### src/rtl/stream_mux_pkg.sv
// Shared definitions for the stream grant multiplexer.
package stream_mux_pkg;

    // Frame-level state of the mux: waiting for a grant, or streaming one frame.
    typedef enum logic {
        IDLE   = 1'b0,
        ACTIVE = 1'b1
    } mux_state_t;

endpackage

### src/rtl/stream_skid_buf.sv
// Two-entry skid buffer: registered output stage plus one overflow slot.
// in_ready depends only on local state, so upstream never sees a
// combinational path from out_ready. Beats appear one cycle after push.
module stream_skid_buf #(
    parameter int W = 8
) (
    input  logic         clk,
    input  logic         rst_n,
    input  logic [W-1:0] in_data,
    input  logic         in_valid,
    output logic         in_ready,
    output logic [W-1:0] out_data,
    output logic         out_valid,
    input  logic         out_ready
);

    logic [W-1:0] skid_data;
    logic         skid_valid;

    // The buffer is full once the overflow slot holds a beat.
    assign in_ready = !skid_valid;

    // Output stage refills from the skid slot first, then from the input;
    // when the output is stalled, a new beat parks in the skid slot.
    always_ff @(posedge clk or negedge rst_n) begin
        if (!rst_n) begin
            out_data   <= '0;
            out_valid  <= 1'b0;
            skid_data  <= '0;
            skid_valid <= 1'b0;
        end else if (!out_valid || out_ready) begin
            if (skid_valid) begin
                out_data   <= skid_data;
                out_valid  <= 1'b1;
                skid_valid <= 1'b0;
            end else begin
                out_valid <= in_valid;
                if (in_valid) out_data <= in_data;
            end
        end else if (in_valid) begin
            skid_data  <= in_data;
            skid_valid <= 1'b1;
        end
    end

endmodule

### src/rtl/stream_grant_mux.sv
// Frame-granular N:1 stream multiplexer driven by an external arbiter.
// The arbiter's grant is sampled only at frame start; the selected port
// then owns the output until its last beat is accepted.
// Optional grant-protocol checking: define STREAM_GRANT_MUX_CHECK_EN.
module stream_grant_mux
    import stream_mux_pkg::*;
#(
    parameter int PORTS      = 4,
    parameter int DATA_WIDTH = 64
) (
    input  logic                          clk,
    input  logic                          rst_n,
    input  logic [PORTS*DATA_WIDTH-1:0]   s_data,
    input  logic [PORTS-1:0]              s_valid,
    input  logic [PORTS-1:0]              s_last,
    output logic [PORTS-1:0]              s_ready,
    output logic [PORTS-1:0]              request,
    output logic [PORTS-1:0]              acknowledge,
    input  logic [PORTS-1:0]              grant,
    input  logic                          grant_valid,
    input  logic [$clog2(PORTS)-1:0]      grant_encoded,
    output logic [DATA_WIDTH-1:0]         m_data,
    output logic                          m_valid,
    output logic                          m_last,
    output logic [$clog2(PORTS)-1:0]      m_src,
    input  logic                          m_ready,
    output logic                          err_grant
);

    localparam int SEL_W = $clog2(PORTS);
    localparam int PW    = DATA_WIDTH + 1 + SEL_W;

    mux_state_t             state;
    logic [SEL_W-1:0]       sel;
    logic [SEL_W-1:0]       cur_sel;
    logic                   start;
    logic                   engaged;
    logic                   buf_ready;
    logic                   accept;
    logic                   beat_last;
    logic [DATA_WIDTH-1:0]  beat_data;
    logic [DATA_WIDTH-1:0]  port_data [PORTS];
    logic [PW-1:0]          out_payload;

    // The one-hot grant carries the same information as grant_encoded.
    logic unused_grant;
    assign unused_grant = ^grant;

    assign request = s_valid;

    // A frame starts only when the granted port actually has a beat.
    assign start   = (state == IDLE) && grant_valid && s_valid[grant_encoded];
    assign cur_sel = (state == ACTIVE) ? sel : grant_encoded;
    // Gated by rst_n so s_ready drops the instant reset asserts.
    assign engaged = rst_n && ((state == ACTIVE) || start);

    genvar i;
    generate
        for (i = 0; i < PORTS; i++) begin : g_port
            assign port_data[i] = s_data[i*DATA_WIDTH +: DATA_WIDTH];
            assign s_ready[i]   = engaged && buf_ready && (cur_sel == SEL_W'(i));
        end
    endgenerate

    assign beat_data = port_data[cur_sel];
    assign beat_last = s_last[cur_sel];
    assign accept    = |(s_valid & s_ready);

    // Frame FSM: latch the granted port at start, release on its last beat;
    // a single-beat frame never leaves IDLE. acknowledge pulses one cycle.
    always_ff @(posedge clk or negedge rst_n) begin
        if (!rst_n) begin
            state       <= IDLE;
            sel         <= '0;
            acknowledge <= '0;
        end else begin
            acknowledge <= '0;
            if (accept && beat_last) acknowledge[cur_sel] <= 1'b1;
            case (state)
                IDLE: begin
                    if (start) begin
                        sel   <= grant_encoded;
                        state <= (accept && beat_last) ? IDLE : ACTIVE;
                    end
                end
                ACTIVE: begin
                    if (accept && beat_last) state <= IDLE;
                end
                default: state <= IDLE;
            endcase
        end
    end

    stream_skid_buf #(.W(PW)) u_skid (
        .clk       (clk),
        .rst_n     (rst_n),
        .in_data   ({beat_last, cur_sel, beat_data}),
        .in_valid  (accept),
        .in_ready  (buf_ready),
        .out_data  (out_payload),
        .out_valid (m_valid),
        .out_ready (m_ready)
    );

    assign {m_last, m_src, m_data} = out_payload;

`ifdef STREAM_GRANT_MUX_CHECK_EN
    // Sticky flag: the arbiter must hold a valid grant on sel for the whole frame.
    always_ff @(posedge clk or negedge rst_n) begin
        if (!rst_n) begin
            err_grant <= 1'b0;
        end else if (state == ACTIVE && (!grant_valid || grant_encoded != sel)) begin
            err_grant <= 1'b1;
        end
    end
`else
    assign err_grant = 1'b0;
`endif

endmodule
### config.mk
export PLATFORM = sky130hd
export DESIGN_NAME = stream_grant_mux
export DESIGN_NICKNAME = d
export VERILOG_FILES = /design/src/rtl/stream_mux_pkg.sv /design/src/rtl/stream_skid_buf.sv /design/src/rtl/stream_grant_mux.sv
export SDC_FILE = /design/constraint.sdc
export NUM_CORES = 1
export LEC_CHECK = 0
export ABC_CLOCK_PERIOD_IN_PS = 5400
export CAP_MARGIN = 25
export CORE_MARGIN = 4
export CORE_UTILIZATION = 45
export CTS_BUF_LIST = sky130_fd_sc_hd__clkbuf_4
export DETAILED_ROUTE_END_ITERATION = 10
export PLACE_DENSITY_LB_ADDON = 0.15
export SYNTH_ARGS = -nofsm -noshare
export SYNTH_HDL_FRONTEND = slang
export SYNTH_SLANG_ARGS = --single-unit
### constraint.sdc
create_clock -name clk -period 5.4 [get_ports clk]
set_input_delay 0.54 -clock clk [delete_from_list [all_inputs] [get_ports clk]]
set_output_delay 0.54 -clock clk [all_outputs]
set_load 0.1 [all_outputs]
==> qor.yml, run 1 <==
status: "completed"
p_sw_uw: 4110
yosysTopAreaCell: "dfrtp_1"
dp_slack_ns: 1.48
syn_inst: 648
vias: 6422
swShare: 0.500
ir_drop_mv: 0.433
grt_max_degree: 79
root_buffer: "clkbuf_4"
ant_nets: 0
grt_pass1_wl_mm: 33.7
max_slew_margin: 0.282
period_minus_slack_ns: 3.92
critPathCaptureType: "output port"
initial_core_util: 0.461
drc: 0
rsz0062_at_grt: "no"
p_per_area_mw_per_mm2: 666
timing.hold.ws_ns: 0.472
drv_slew: 0
cts_hold_buf: 1
yosysWarnings: 0
setup_viol: 0
dp.final_hpwl_mm: 17.2
globalRouteOverflowTotal: 0
cap_violations: 0
yosys.area_share.simple: 0.0541
hold_violations: 0
io_buffers: 349
synth_area_leaders: "dfrtp_1, mux2_2, mux4_2, mux2i_1, mux2_4"
syn_area_sq_mm: 0.00834
ys_seq_elements: 143
rows: 49
fin_total_pwr_uw: 8220
final-instance-count-excl-fill: 1214
yosys-top-cells-count: "mux2_2, dfrtp_1, a21oi_1, mux2i_1, nor2b_1"
syn_avg_cell_area_sq_um: 12.9
core_sq_mm: 0.0181
synth_top_family_by_area: "multiplexers"
critPathKind: "in -> out"
crit_fanout: 8
viasPerCell: 5.29
final.setup.tns_ns: 0
ys_seq_area_frac: 0.429
clock_latency_ns: 0.54
clockBufferDepth: 2
ys_types: 39
crit_family: "buffers and inverters"
fmax_mhz: 255
worst_pin_slew_ns: 1.07
synth_xor_area_frac: 0
cellLeakagePower_uw: 0.00502
synth_adder_area_share: 0
clock_sinks: 143
synth_mux_area_frac: 0.397
crit_top_cell: "clkdlybuf4s50_1"
antenna_found_initial: 2
setup_slack_ns: 1.48
syn_nets: 922
grt_pass1_vias: 6514
drt_iter0_markers: 143
finalClockSkew_ns: 0.0171
p_int_uw: 4110
crit_arrival_ns: 3.38
dieHeight_um: 144
synth_top_cell_area_share: 0.429
combPwrFrac: 0.672
postSynth.asyncResetShare: 1.00
die_w_um: 144
startpoint: "grant_encoded[1]"
synth-edff-count: 0
ys.flop_type: "dfrtp_1"
pwr-share-clk: 0.102
wl_per_cell_um: 18.5
syn2layout_area_growth_pct: 47.8
synth.most_common_cell: "mux2_2"
io_pins: 355
startpoint_type: "input port"
cts_tree: "done"
synth_compound_area_frac: 0.0784
cts_inserted_buffers: 17
clk_pin_slew_ns: 0.12
firstDrtPassIters: 4
cp_data_required_time_ns: 4.86
htree_levels: 4
drt-total-wl_mm: 22.5
post-route-period-util: 0.727
placed_cells: 1179
worstPathCellList: "clkdlybuf4s50_1 -> mux4_2 -> a21oi_2 -> or3b_2 -> nor2_1 -> clkdlybuf4s50_1"
die_area_sq_mm: 0.0208
grt.total_usage: 0.210
critPathMaxStageDelay_ns: 1.14
cts_resized: 0
drive_gt1_frac: 0.270
gp_congestion: 0.745
post_cts_buffers: 0
path_buf_inv: 2
min_path_type: "in -> async"
crit_path_top_delay_cell: "clkdlybuf4s50_1"
r2r_start: "state"
p_seq_frac: 0.227
nNetsFinal: 1245
[cells by family after synthesis]
logic type             after synthesis
muxes                              265
buffers and inverters               62
AOI/OAI and AO/OA                  102
and+or+nand+nor                     75
DFF                                143
other                                1
[state kept, by name (all words and copies together) (netlist names)]
register	flops
u_skid.skid_data	67
u_skid.out_valid	1
state	1
u_skid.skid_valid	1
u_skid.out_data	67
sel	2
acknowledge	4
[cell type report]
| cell class | instances | area, sq um |
|---|---|---|
| diodes | 2 | 5.00 |
| clock buffers | 18 | 135 |
| clock inverters | 13 | 219 |
| fillers | 1460 | 5750 |
| inverters | 4 | 15.0 |
| multi-input cells | 443 | 4440 |
| flip-flops and latches | 143 | 3580 |
| well taps | 229 | 287 |
| repair buffers | 362 | 3650 |
[final timing paths]
path | depth (start not counted) | to | slack [ns]
worst max-delay path | 6 | s_ready[3] | 1.48
worst max register to register | 7 | u_skid.out_data[66] | 2.11
max in group asynchronous | 3 | u_skid.skid_valid | 3.87
worst min-delay path | 2 | sel[1] | 0.47
min in group clk | 2 | u_skid.skid_data[65] | 0.50
worst min register to register | 2 | u_skid.skid_data[65] | 0.50
[per-stage QoR]
step           utilization  cell area (sq um)
6_report             0.682              12300
3_5_place_dp         0.660              11900
4_1_cts              0.680              12300
3_3_place_gp         0.660              11900
5_1_grt              0.682              12300
2_1_floorplan            -               8340
[cell usage in the layout, fill, tap and decap left out, drive strengths merged, types with 7 or more instances in the layout]
cell,count
mux4,23
nand2,7
dfrtp,143
a211oi,43
buf,13
nor2,13
clkdlybuf4s50,348
nor2b,44
a21oi,48
clkbuf,18
mux2,197
mux2i,45
[metal layers]
| layer | wire, um | GRT usage | up-vias |
|---|---|---|---|
| met4 | 327 | 0.0594 | 2 |
| met1 | 8510 | 0.239 | 3111 |
| met5 | 17 | 0 | - |
| li1 | - | - | 3059 |
| met3 | 2070 | 0.0780 | 23 |
| met2 | 11500 | 0.372 | 227 |
[power groups by stage]
| stage | registers, uW | clock network (uW) | logic (uW) |
|---|---|---|---|
| after detailed placement | 1910 | 0 | 5540 |
| after CTS | 1890 | 860 | 5560 |
| after global placement | 1880 | 0 | 5490 |
| after global routing | 1930 | 912 | 5820 |
| final | 1860 | 836 | 5520 |
| after floorplan | 3740 | 0 | 2380 |
[worst register-to-register path, cell delays in order (launching register included)]
cell and delay [ns]:
dfrtp_1 0.57, and2b_4 0.37, a2bb2oi_1 0.12, o2111ai_1 0.55, a21oi_4 0.15, nor2_4 0.62, buf_12 0.40, mux2_2 0.42
No activity file was read; power rests on OpenSTA's default activity.
==> run 2, diff against run 1 <==
--- a/config.mk
+++ b/config.mk
@@ -5,10 +5,10 @@
 export SDC_FILE = /design/constraint.sdc
 export NUM_CORES = 1
 export LEC_CHECK = 0
-export ABC_CLOCK_PERIOD_IN_PS = 5400
+export ABC_CLOCK_PERIOD_IN_PS = 3500
 export CAP_MARGIN = 25
 export CORE_MARGIN = 4
-export CORE_UTILIZATION = 45
+export CORE_UTILIZATION = 40
 export CTS_BUF_LIST = sky130_fd_sc_hd__clkbuf_4
 export DETAILED_ROUTE_END_ITERATION = 10
 export PLACE_DENSITY_LB_ADDON = 0.15
==> constraint.sdc (replaced) <==
create_clock -name clk -period 3.5 [get_ports clk]
set_input_delay 0.35 -clock clk [delete_from_list [all_inputs] [get_ports clk]]
set_output_delay 0.35 -clock clk [all_outputs]
set_load 0.1 [all_outputs]
==> run 2 against run 1 <==
Effect of this change: non-clock buffer count is 6 higher; final cell count is 3.8% higher; design area is 0.93% higher; highest routed layer is now met4; clock skew is 0.0094 ns higher; critical endpoint unchanged.
==> qor.yml, run 2 (synthesis results as in run 1) <==
wl_met2_mm: 11.3  # -2.4%
r2r_start: "state"
period_minus_slack_ns: 2.73
max_slew_margin: 0.295  # +0.0128
clock_latency_ns: 0.56  # +0.02 ns
gp_congestion: 0.836  # +12%
cts_inserted_buffers: 17  # unchanged
r2r_end: "u_skid.out_data[18]"
dp_slack_ns: 0.587  # -0.895 ns
crit_fanout: 8  # unchanged
globalRouteOverflowTotal: 0  # unchanged
rows: 52  # +6.1%
cellLeakagePower_uw: 0.00507  # +0.90%
reg_top3: "u_skid.out_data (67), u_skid.skid_data (67), acknowledge (4)"
syn2layout_area_growth_pct: 49.2
root_buffer: "clkbuf_4"
hold_violations: 0  # unchanged
clock_sinks: 143  # unchanged
critPathKind: "in -> out"
fin_area_sq_mm: 0.0124  # +0.93%
clk_pin_slew_ns: 0.14  # +0.02 ns
vias: 6414  # -0.12%
htree_levels: 4  # unchanged
met1_length_mm: 8.99  # +5.7%
initial_core_util: 0.410  # -0.0516
finalClockSkew_ns: 0.0265  # +0.00940 ns
place_area_sq_mm: 0.0121  # +1.5%
grt_pass1_wl_mm: 35.7  # +6.0%
min_path_type: "in -> async"
post-route-period-util: 0.781
drt-total-wl_mm: 22.5  # +0.40%
mostFrequentLayoutCell: "clkdlybuf4s50_1"
setup_slack_ns: 0.766  # -0.709 ns
crit_family: "buffers and inverters"
status: "completed"
grt_pass1_vias: 6569  # +0.84%
rsz0062_at_grt: "no"
worstPathCellList: "clkdlybuf4s50_1 -> mux4_2 -> a21oi_2 -> or3b_2 -> nor2_1 -> buf_12"
antenna_found_initial: 1  # -1
wl_per_cell_um: 17.9  # -3.3%
routed.top_layer: "met4"
p_per_area_mw_per_mm2: 1010  # +52%
drv_slew: 0  # unchanged
core_sq_mm: 0.0204  # +13%
final_cell_mix: "clkdlybuf4s50_1, mux2_2, dfrtp_1, a21oi_1"
post_cts_buffers: 0  # unchanged
timing.hold.ws_ns: 0.143  # -0.329 ns
worst_pin_slew_ns: 1.05  # -0.0191 ns
cts_resized: 0  # unchanged
viasPerCell: 5.09  # -3.8%
ir_drop_mv: 0.495  # +14%
critPathMaxStageDelay_ns: 0.68  # -0.46 ns
crit_arrival_ns: 2.38  # -1.00 ns
dp.final_hpwl_mm: 17.0  # -1.0%
nNetsFinal: 1251  # +0.48%
cts_tree: "done"
cp_data_required_time_ns: 3.15  # -1.71 ns
final.setup.tns_ns: 0  # unchanged
firstDrtPassIters: 4  # unchanged
rrSetupSlack_ns: 0.78  # -1.33 ns
fmax_mhz: 366
setup_viol: 0  # unchanged
reg2reg_depth: 6  # -1
clockBufferDepth: 2  # unchanged
drt_iter0_markers: 222  # +55%
io_buffers: 349  # unchanged
cap_violations: 0  # unchanged
startpoint_type: "input port"
grt.total_usage: 0.192  # -0.0187
drc: 0  # unchanged
met3_length_mm: 1.83  # -11%
dieHeight_um: 152  # +5.7%
io_pins: 355  # unchanged
ant_nets: 0  # unchanged
path_buf_inv: 2  # unchanged
critPathCaptureType: "output port"
die_area_sq_mm: 0.0232  # +12%
grt_max_degree: 78  # -1.3%
drive_gt1_frac: 0.283  # +0.0135
crit_path_top_delay_cell: "clkdlybuf4s50_1"
die_w_um: 152  # +5.7%
nFillCells: 1723  # +18%
run 2: how the worst max path moves through the flow:
stage                           startpoint             endpoint  slack, ns  depth (start not counted)
after floorplan           grant_encoded[1]           s_ready[0]       0.55                          5
after global placement    grant_encoded[0]  u_skid.out_data[36]       0.60                          8
after detailed placement  grant_encoded[1]  u_skid.out_data[39]       0.59                          8
after CTS                            state           s_ready[3]       0.76                          4
after global routing                 state  u_skid.out_data[47]       0.63                          8
final                     grant_encoded[1]           s_ready[3]       0.77                          6
run 2: report_power, final:
group / total [uW] / internal [uW] / switching (uW)
Clock: 1110 / 492 / 622
Sequential: 2860 / 2450 / 420
Combinational: 8640 / 3290 / 5350
Total: 12600 / 6230 / 6390
run 2: what timing repair did:
item                                    4_1_cts  5_1_grt
hold endpoints to repair                     17        0
endpoints found under the setup margin        0        0
hold buffers                                  1        0
run 2: per-layer routing:
layer | GRT usage | vias to the layer above
met5 | 0 | -
met3 | 0.0687 | 31
met2 | 0.327 | 235
li1 | - | 3065
met4 | 0.0594 | 0
met1 | 0.228 | 3083
run 2: final cells by class:
type	instances	area, sq um	area share
multi-input combinational	443	4440	0.357
timing repair buffer	368	3780	0.303
sequential	143	3580	0.288
tap	270	338	0.0271
clock inverter	14	168	0.0135
clock buffer	17	128	0.0103
inverter	4	15.0	0.00121
antenna	1	2.50	0.000201
run 2: through the flow:
step / std cells / total power, uW / util
final: 1260 / 12600 / 0.611
after global routing: 1260 / 13300 / 0.611
after CTS: 1258 / 12800 / 0.610
after detailed placement: 1226 / 11600 / 0.595
after global placement: 1226 / 11500 / 0.595
after floorplan: 648 / 9450 / -
==> run 3, diff against run 2 <==
--- a/config.mk
+++ b/config.mk
@@ -5,10 +5,10 @@
 export SDC_FILE = /design/constraint.sdc
 export NUM_CORES = 1
 export LEC_CHECK = 0
-export ABC_CLOCK_PERIOD_IN_PS = 3500
+export ABC_CLOCK_PERIOD_IN_PS = 2630
 export CAP_MARGIN = 25
 export CORE_MARGIN = 4
-export CORE_UTILIZATION = 40
+export CORE_UTILIZATION = 44
 export CTS_BUF_LIST = sky130_fd_sc_hd__clkbuf_4
 export DETAILED_ROUTE_END_ITERATION = 10
 export PLACE_DENSITY_LB_ADDON = 0.15
==> constraint.sdc (replaced) <==
create_clock -name clk -period 2.63 [get_ports clk]
set_input_delay 0.263 -clock clk [delete_from_list [all_inputs] [get_ports clk]]
set_output_delay 0.263 -clock clk [all_outputs]
set_load 0.1 [all_outputs]
==> run 3 against run 2 <==
Effect of this change: design area is 0.61% higher; hold slack worse by 0.070 ns; sequential power increased by 33%.
==> qor.yml, run 3 (synthesis results as in run 1) <==
max_slew_margin: 0.466  # +0.172
clock_latency_ns: 0.52  # -0.04 ns
p_sw_uw: 8560  # +34%
worst_pin_slew_ns: 0.800  # -0.254 ns
period_minus_slack_ns: 2.51
multiInputGateArea_sq_mm: 0.00444  # unchanged
nFillCells: 1473  # -15%
dp.final_hpwl_mm: 17.6  # +3.4%
nNetsFinal: 1278  # +2.2%
reg_top3: "u_skid.out_data (67), u_skid.skid_data (67), acknowledge (4)"
cap_violations: 0  # unchanged
dp_slack_ns: -0.197  # -0.785 ns
crit_arrival_ns: 2.25  # -0.13 ns
grt.total_usage: 0.212  # +0.0209
core_sq_mm: 0.0187  # -8.1%
timing.hold.ws_ns: 0.0729  # -0.0697 ns
drt_iter0_markers: 160  # -28%
hold_violations: 0  # unchanged
p_per_area_mw_per_mm2: 1370  # +35%
clk_pin_slew_ns: 0.13  # about the same
clock_sinks: 143  # unchanged
antenna_found_initial: 1  # unchanged
min_path_type: "in -> async"
grt_max_degree: 141  # +81%
viasPerCell: 5.21  # +2.3%
crit_fanout: 4  # -4
setup_viol: 0  # unchanged
die_area_sq_mm: 0.0212  # -8.6%
cts_tree: "done"
gp_congestion: 0.795  # -4.8%
initial_core_util: 0.446  # +0.0363
die_w_um: 146  # -4.4%
startpoint_type: "input port"
io_buffers: 349  # unchanged
critPathCaptureType: "output port"
root_buffer: "clkbuf_4"
clockBufferDepth: 2  # unchanged
grt_pass1_wl_mm: 36.1  # +1.3%
dieHeight_um: 146  # -4.4%
grt_pass1_vias: 6744  # +2.7%
combPwrFrac: 0.686  # about the same
setup_slack_ns: 0.122  # -0.644 ns
syn2layout_area_growth_pct: 50.1
p_seq_frac: 0.221  # -0.006
post-route-period-util: 0.954
finalClockSkew_ns: 0.0160  # -0.0105 ns
drt-total-wl_mm: 22.7  # +0.78%
status: "completed"
swShare: 0.499  # -0.00713
regArea_sq_mm: 0.00358  # unchanged
rows: 50  # -3.8%
fmax_mhz: 399
firstDrtPassIters: 4  # unchanged
p_int_uw: 8590  # +38%
pwr-share-clk: 0.092  # +0.004
cp_data_required_time_ns: 2.37  # -0.78 ns
drv_slew: 0  # unchanged
htree_levels: 4  # unchanged
globalRouteOverflowTotal: 0  # unchanged
drc: 0  # unchanged
ant_nets: 0  # unchanged
cellLeakagePower_uw: 0.00529  # +4.4%
cts_inserted_buffers: 17  # unchanged
critPathKind: "in -> out"
io_pins: 355  # unchanged
final_cell_mix: "clkdlybuf4s50_1, mux2_2, dfrtp_1, buf_4, a21oi_1"
wl_per_cell_um: 18.1  # +1.4%
mostFrequentLayoutCell: "clkdlybuf4s50_1"
drive_gt1_frac: 0.374  # +0.0909
rsz0062_at_grt: "no"
ir_drop_mv: 0.945  # +91%
vias: 6521  # +1.7%
run 3: repair_timing:
action | in CTS | in global routing
endpoints found under the hold margin | 143 | 0
buffers inserted | 0 | 6
hold buffers | 1 | 0
gates resized for setup | 0 | 0
endpoints found under the setup margin | 0 | 9
run 3: final cells by class:
class                           count  area share
Multi-Input combinational cell    443       0.354
Timing Repair Buffer              395       0.309
Tap cell                          234      0.0234
Clock buffer                       18      0.0108
Clock inverter                     13      0.0151
Inverter                            4     0.00120
Sequential cell                   143       0.286
Antenna cell                        2    0.000400
run 3: worst paths after layout:
kind | from | end | slack, ns | depth (start not counted)
setup reg to reg | state | u_skid.out_data[24] | 0.22 | 9
hold / removal | rst_n | state | 0.07 | 2
min in group clk | m_ready | u_skid.out_valid | 0.41 | 3
max in group asynchronous | rst_n | u_skid.out_data[37] | 1.60 | 3
hold reg to reg | u_skid.skid_data[65] | u_skid.skid_data[65] | 0.49 | 2
setup / recovery | grant_encoded[0] | s_ready[0] | 0.12 | 7
run 3: critical path: stages:
cell             delay (ns)
clkdlybuf4s50_1        0.43
buf_4                  0.16
mux4_2                 0.36
a21oi_2                0.09
or3b_2                 0.50
nor2_1                 0.22
buf_12                 0.21
run 3: power by group through the flow:
stage          logic, uW  registers (uW)  clock network, uW
5_1_grt            12400            3940               1740
3_3_place_gp       11600            3800                  0
2_1_floorplan       4900            7690                  0
6_report           11800            3800               1580
3_5_place_dp       11800            3850                  0
4_1_cts            11800            3800               1640
run 3: layer usage:
| metal | vias to the layer above | GRT usage | wire, um |
|---|---|---|---|
| li1 | 3123 | - | - |
| met1 | 3151 | 0.246 | 8940 |
| met2 | 220 | 0.377 | 11800 |
| met3 | 27 | 0.0691 | 1590 |
| met4 | 0 | 0.0598 | 403 |
| met5 | - | 0 | 0 |
run 3: per-stage QoR:
| step | std cells | setup TNS [ns] | utilization | power, uW | area, sq um |
|---|---|---|---|---|---|
| floorplan | 648 | -0.611 | - | 12600 | 8340 |
| global placement | 1212 | -5.24 | 0.648 | 15400 | 12100 |
| detailed placement | 1212 | -4.78 | 0.648 | 15600 | 12100 |
| CTS | 1244 | 0 | 0.666 | 17200 | 12500 |
| global route | 1252 | 0 | 0.670 | 18100 | 12500 |
| finish | 1252 | 0 | 0.670 | 17200 | 12500 |
